===== config.mk =====
export PLATFORM = sky130hd
export DESIGN_NAME = classifier_flow_aging
export DESIGN_NICKNAME = d
export VERILOG_FILES = /design/src/rtl/classifier_flow_aging.sv
export SDC_FILE = /design/constraint.sdc
export NUM_CORES = 1
export LEC_CHECK = 0
export ABC_AREA = 1
export BUFFER_PORTS_ARGS = -buffer_cell sky130_fd_sc_hd__buf_4
export CAP_MARGIN = 10
export CORE_MARGIN = 1
export CORE_UTILIZATION = 50
export DETAILED_ROUTE_END_ITERATION = 8
export PLACE_DENSITY = 0.74
export SLEW_MARGIN = 0
export SYNTH_ARGS = -nofsm -noshare
export SYNTH_HDL_FRONTEND = slang
export SYNTH_SLANG_ARGS = --single-unit

===== constraint.sdc =====
create_clock -name clk -period 3.5 [get_ports clk]
set_input_delay 0.175 -clock clk [delete_from_list [all_inputs] [get_ports clk]]
set_output_delay 0.175 -clock clk [all_outputs]
set_load 0.02 [all_outputs]

===== src/rtl/classifier_flow_aging.sv =====
// Background sweeper over the flow expiry-time table.
// Walks every FID, compares its stored time with current_time, emits idle FIDs.
//
// Ports:
//   clk, rst            clock, synchronous active-high reset
//   aging_en            level enable; 1 = scan continuously
//   aging_timeout       age threshold in time ticks
//   scan_gap            idle cycles inserted before each read
//   current_time        free-running time (low TIME_NBITS bits used)
//   flow_etime_rd/raddr read strobe (1-cycle pulse) and FID address
//   flow_etime_ack/rdata read data valid and stored last-seen time (0 = empty)
//   aged_valid/fid/ready aged-FID handshake towards flow-delete logic
//   scan_done           1-cycle pulse when the last entry of a scan finishes
//   aged_count          FIDs emitted in the last completed scan, saturating
module classifier_flow_aging #(
  parameter int DEPTH_NBITS     = 12,
  parameter int TIME_NBITS      = 16,
  parameter int GAP_NBITS       = 8,
  parameter int CNT_NBITS       = 16,
  parameter int REAL_TIME_NBITS = 32,
  parameter int FID_NBITS       = 12
) (
  input  logic                       clk,
  input  logic                       rst,
  input  logic                       aging_en,
  input  logic [TIME_NBITS-1:0]      aging_timeout,
  input  logic [GAP_NBITS-1:0]       scan_gap,
  input  logic [REAL_TIME_NBITS-1:0] current_time,
  output logic                       flow_etime_rd,
  output logic [DEPTH_NBITS-1:0]     flow_etime_raddr,
  input  logic                       flow_etime_ack,
  input  logic [TIME_NBITS-1:0]      flow_etime_rdata,
  output logic                       aged_valid,
  output logic [FID_NBITS-1:0]       aged_fid,
  input  logic                       aged_ready,
  output logic                       scan_done,
  output logic [CNT_NBITS-1:0]       aged_count
);

  typedef enum logic [2:0] {
    IDLE,
    GAP,
    READ,
    WAIT,
    CHECK,
    EMIT
  } state_t;

  state_t                 state;
  logic [DEPTH_NBITS-1:0] addr;
  logic [GAP_NBITS-1:0]   gap_cnt;
  logic [TIME_NBITS-1:0]  etime_q;
  logic [CNT_NBITS-1:0]   run_cnt;

  logic [TIME_NBITS-1:0]  age;
  logic                   is_aged;
  logic                   accept;
  logic                   adv;
  logic                   last;
  logic [CNT_NBITS-1:0]   cnt_next;

  // Upper time bits are intentionally ignored (age is modulo 2^TIME_NBITS).
  logic                   time_unused;
  assign time_unused = ^current_time;

  // Age wraps naturally in TIME_NBITS arithmetic.
  assign age     = current_time[TIME_NBITS-1:0] - etime_q;
  assign is_aged = (etime_q != '0) && (age > aging_timeout);
  assign accept  = (state == EMIT) && aged_ready;
  assign adv     = ((state == CHECK) && !is_aged) || accept;
  assign last    = &addr;

  // Count including an accept in the advancing cycle, saturating.
  always_comb begin
    cnt_next = run_cnt;
    if (accept && !(&run_cnt))
      cnt_next = run_cnt + CNT_NBITS'(1);
  end

  assign flow_etime_raddr = addr;

  always_ff @(posedge clk) begin
    if (rst) begin
      state         <= IDLE;
      addr          <= '0;
      gap_cnt       <= '0;
      etime_q       <= '0;
      run_cnt       <= '0;
      flow_etime_rd <= 1'b0;
      aged_valid    <= 1'b0;
      aged_fid      <= '0;
      scan_done     <= 1'b0;
      aged_count    <= '0;
    end else begin
      scan_done <= 1'b0;
      unique case (state)
        IDLE: begin
          if (aging_en) begin
            state   <= GAP;
            gap_cnt <= '0;
          end
        end
        GAP: begin
          if (!aging_en) begin
            state   <= IDLE;
            addr    <= '0;
            run_cnt <= '0;
          end else if (gap_cnt == scan_gap) begin
            state         <= READ;
            flow_etime_rd <= 1'b1;
          end else begin
            gap_cnt <= gap_cnt + GAP_NBITS'(1);
          end
        end
        READ: begin
          flow_etime_rd <= 1'b0;
          state         <= WAIT;
        end
        WAIT: begin
          if (flow_etime_ack) begin
            etime_q <= flow_etime_rdata;
            state   <= CHECK;
          end
        end
        CHECK: begin
          if (is_aged) begin
            state      <= EMIT;
            aged_valid <= 1'b1;
            aged_fid   <= FID_NBITS'(addr);
          end
        end
        EMIT: begin
          if (aged_ready)
            aged_valid <= 1'b0;
        end
        default: state <= IDLE;
      endcase

      // Move to the next entry; a mid-scan disable abandons the scan.
      if (adv) begin
        gap_cnt <= '0;
        if (last) begin
          scan_done  <= 1'b1;
          aged_count <= cnt_next;
          run_cnt    <= '0;
          addr       <= '0;
          state      <= aging_en ? GAP : IDLE;
        end else if (aging_en) begin
          addr    <= addr + DEPTH_NBITS'(1);
          run_cnt <= cnt_next;
          state   <= GAP;
        end else begin
          addr    <= '0;
          run_cnt <= '0;
          state   <= IDLE;
        end
      end
    end
  end

endmodule


==> results.md <==
* Maximum vdd drop at 340.0 uV
* Mux cell area share after synthesis at 0%
* Die Y at 110.5 um
* ANT cells at 0
* Final Cycle Share at 91.33%
* Tightest Pin Transition at 1.031 ns
* P_leak at about 3.3 nW
* Clock slew at reported path FFs at 0.06 ns
* Power per cell area at between 300 and 400 nW/um2
* # setup viols final at 0
* Post-layout instance area at 7167 um2
* CP required at 3.74 ns
* Fmax at 312.8 MHz
* Reg2reg start: etime_q[7]$_SDFFE_PP0P_
* Post-CTS Hold Buffers at 0
* Synth unique cells at 43
* Crit Reg-Reg Endpoint: aged_count[7]$_SDFFE_PP0P_
* Max Transition Viols Final at 0
* DR pass1 iterations at 5
* Starting Density at about 50%
* Placement Rows at 39
* I/O pin count at 120
* Die area at between 10000 and 15000 um2
* Final Skew at 0.006427 ns
* Crit path top cell by count: nand2_1
* Worst Hold Path EP: state[1]$_SDFFE_PP0P_
* Final antenna-violating net count at 0
* Wire per inst at 12.37 um
* Antenna violations before repair at 0
* # fillers at 1101
* Switching Fraction at 25.97%
* CTS tree: built
* Cell Area, Synth at 5891 um2
* Worst slew margin at 31.05%
* Crit-path cells: inv_1, ha_1, a21o_1, a21oi_1, nand3_2, a21boi_2, o21ai_1, xor2_1, ha_1, nand2_1, nor3_1, nand2_1, nand2_1, nand2_1, nand2_2, nand2_4, nand2_2, buf_12, nand2_1, nand2_1, nor2_1
* First-pass GRT wire length at 23.45 mm
* Worst Hold Path Cells at 4
* All-Layer GR Usage at a little under a quarter
* PortBufs at 103
* GP Congestion at 0.8897
* Yosys reg bits at 86
* H-tree Lvls at 3
* Int Pwr at 1.678 mW
* Critical Path Slowest Stage Cell: ha_1
* DP Area at 6782 um2
* Vias in the first global route at 5192
* Compound-Gate Fraction of Synth Area at 12.23%
* Seq pwr share at 43.8%
* Drt total wl at 14.03 mm
* Synth top area cells: dfxtp_1 29%, nand2_1 12%, inv_1 8.2%
* Period minus WS final at between 3 and 4 ns
* Post-synth top cells: 193 x nand2_1, 129 x inv_1, 95 x nor2_1
* Post-synth EDFFs at 0
* Largest net degree at the start of global routing at 35
* Clock buffer depth at 2
* Largest delay share family, worst path: simple AND/OR/NAND/NOR gates
* Syn Nets at approximately 1.0k
* Setup Crit Path Kind: reg2reg
* Most common flop cell mapped by yosys: dfxtp_1
* DR vias/cell at just over 5
* Post-Synthesis Cells at 893
* Status: finished clean
* Synth Area in Simple Gates at 32.77%
* Multi-input gate area at around 3600 um2
* Most frequent cell after synthesis: nand2_1
* FF/Latch Area at 1723 um2
* Final hold viol count at 0
* Worst-case reg-to-reg path depth at 21
* Arr. time, crit path at ~3.4 ns
* HP Start: flow_etime_ack
* Layout Nets at 1098
* Pre-CTS setup slack at 0.02680 ns
* Yosys top cell area share at 29.23%
* Crit-path max FO at 30
* Syn_area_per_cell at about 6.6 um2
* Worst path bufs/invs at 2
* Async SR Flop Fraction at 0%
* Min Hold Slack at 0.1186 ns
* Total core area at 11470 um2
* Post-DP HPWL at 9.878 mm
* Largest family of logic cells by synthesized area: simple AND/OR/NAND/NOR gates
* Placed instance count at 1116
* Flop-to-flop setup slack at roughly 0.30 ns
* Startpoint Class: flop
* Die X at between 100 and 150 um
* Worst min-delay path class: in2reg
* DRC viols at 0
* Post-Synth XOR/XNOR Area at 6.542%
* Drt first-iter violations at 353
* CTS sink count at 86
* Final worst slack at 0.3034 ns
* Synth Area in Adders at 7.562%
* Layout cells sized above 1 at 18.26%
* YS warnings at 0
* CP Capture Type: flop
* NetSw at 588.8 uW
* Vias at roughly 5.8k
* Sequential fraction of the synthesis area at 29.23%
* Yosys top cell by area: dfxtp_1
* Clock Latency Late Sink at 0.35 ns
* Num CTS Buffers at 9
* Clock Power Share at 40.4%
* Layout area overhead at 21.67%
* Max-cap viol count at 0
* CP peak stage delay at roughly 0.33 ns
* Post-route insts no fill at 1134
* Clk root buf: clkbuf_16
* Comb pwr share at 15.8%
* Gr ovfl total at 0
==> sequential cells by signal, summed over array words and instances (netlist names) <==
register / flops
scan_done: 1
run_cnt: 16
flow_etime_rd: 1
aged_valid: 1
aged_fid: 12
gap_cnt: 8
flow_etime_raddr: 12
aged_count: 16
state: 3
etime_q: 16
==> layout by cell type, fill, tap and decap left out, types with 2 or more instances in the layout <==
cell type / count
nand2_1: 192
inv_1: 129
buf_4: 114
nor2_1: 93
dfxtp_1: 85
a21oi_1: 84
nand4_1: 41
nand3_1: 36
o21ai_0: 33
ha_1: 32
xor2_1: 23
xnor2_1: 21
nor3_1: 15
nor3_2: 9
nand2_2: 9
clkbuf_16: 9
o21ai_1: 5
nor2_2: 5
nor2_4: 5
a21oi_2: 4
inv_2: 4
and2_0: 3
clkbuf_8: 3
nand3b_1: 2
nor4_1: 2
o31ai_1: 2
a21o_1: 2
nand3_2: 2
nand2_4: 2
ha_4: 2
clkinv_2: 2
buf_12: 2
==> worst min-delay path, delay by kind of cell <==
family | cells | cell delay, ns
buffers and inverters | 2 | 0.13
and+or+nand+nor | 1 | 0.05
AOI/OAI and AO/OA | 1 | 0.05
==> how the worst max path moves through the flow <==
stage	start	endpoint	slack [ns]	depth (start not counted)
5_1_grt	etime_q[2]$_SDFFE_PP0P_	aged_count[12]$_SDFFE_PP0P_	-0.02	24
6_report	etime_q[7]$_SDFFE_PP0P_	aged_count[7]$_SDFFE_PP0P_	0.30	21
2_1_floorplan	etime_q[2]$_SDFFE_PP0P_	aged_count[10]$_SDFFE_PP0P_	0.50	24
3_3_place_gp	etime_q[2]$_SDFFE_PP0P_	aged_count[11]$_SDFFE_PP0P_	0.09	24
4_1_cts	etime_q[2]$_SDFFE_PP0P_	aged_count[11]$_SDFFE_PP0P_	0.004	24
3_5_place_dp	etime_q[2]$_SDFFE_PP0P_	aged_count[11]$_SDFFE_PP0P_	0.03	24
==> routing by layer <==
metal  vias up  share of wire [%]  track usage (%)
li1       3058                  -                -
met1      2607                 47            29.99
met2       145                 46            37.72
met3        19                4.8            4.610
met4         0                1.8            8.089
met5         -                  0                0
==> logic make-up after synthesis <==
| group | Yosys count |
|---|---|
| AND/OR/NAND/NOR | 421 |
| buffers and inverters | 170 |
| XOR/XNOR | 44 |
| AO/OA/AOI/OAI | 137 |
| adder cells (fa/ha/maj) | 35 |
| flip-flops | 86 |
==> stage by stage <==
step	utilization, %	setup TNS [ns]	total power, mW
after floorplan	-	0	1.237
after global placement	59.14	0	1.347
after detailed placement	59.14	0	1.352
after CTS	61.65	0	2.269
after global routing	62.50	-0.09194	2.375
final	62.50	0	2.267
==> power by group through the flow <==
stage / clock network [mW] / registers, mW / logic [mW]
global route: 0.977 / 0.994 / 0.405
CTS: 0.935 / 0.993 / 0.341
detailed placement: 0 / 1.02 / 0.337
global placement: 0 / 1.02 / 0.332
floorplan: 0 / 1.02 / 0.222
finish: 0.915 / 0.994 / 0.358
==> layout make-up <==
class	instances	area share, %
Timing Repair Buffer	118	12.87
Tap cell	143	2.497
Inverter	134	7.018
Clock buffer	13	3.771
Multi-Input combinational cell	637	49.56
Clock inverter	3	0.2444
Sequential cell	86	24.04
==> timing repair <==
item / CTS / global route
endpoints found under the setup margin: 0 / 68
gates resized for setup: 0 / 24
setup buffers: 0 / 2
No activity file was read; power rests on OpenSTA's default activity.
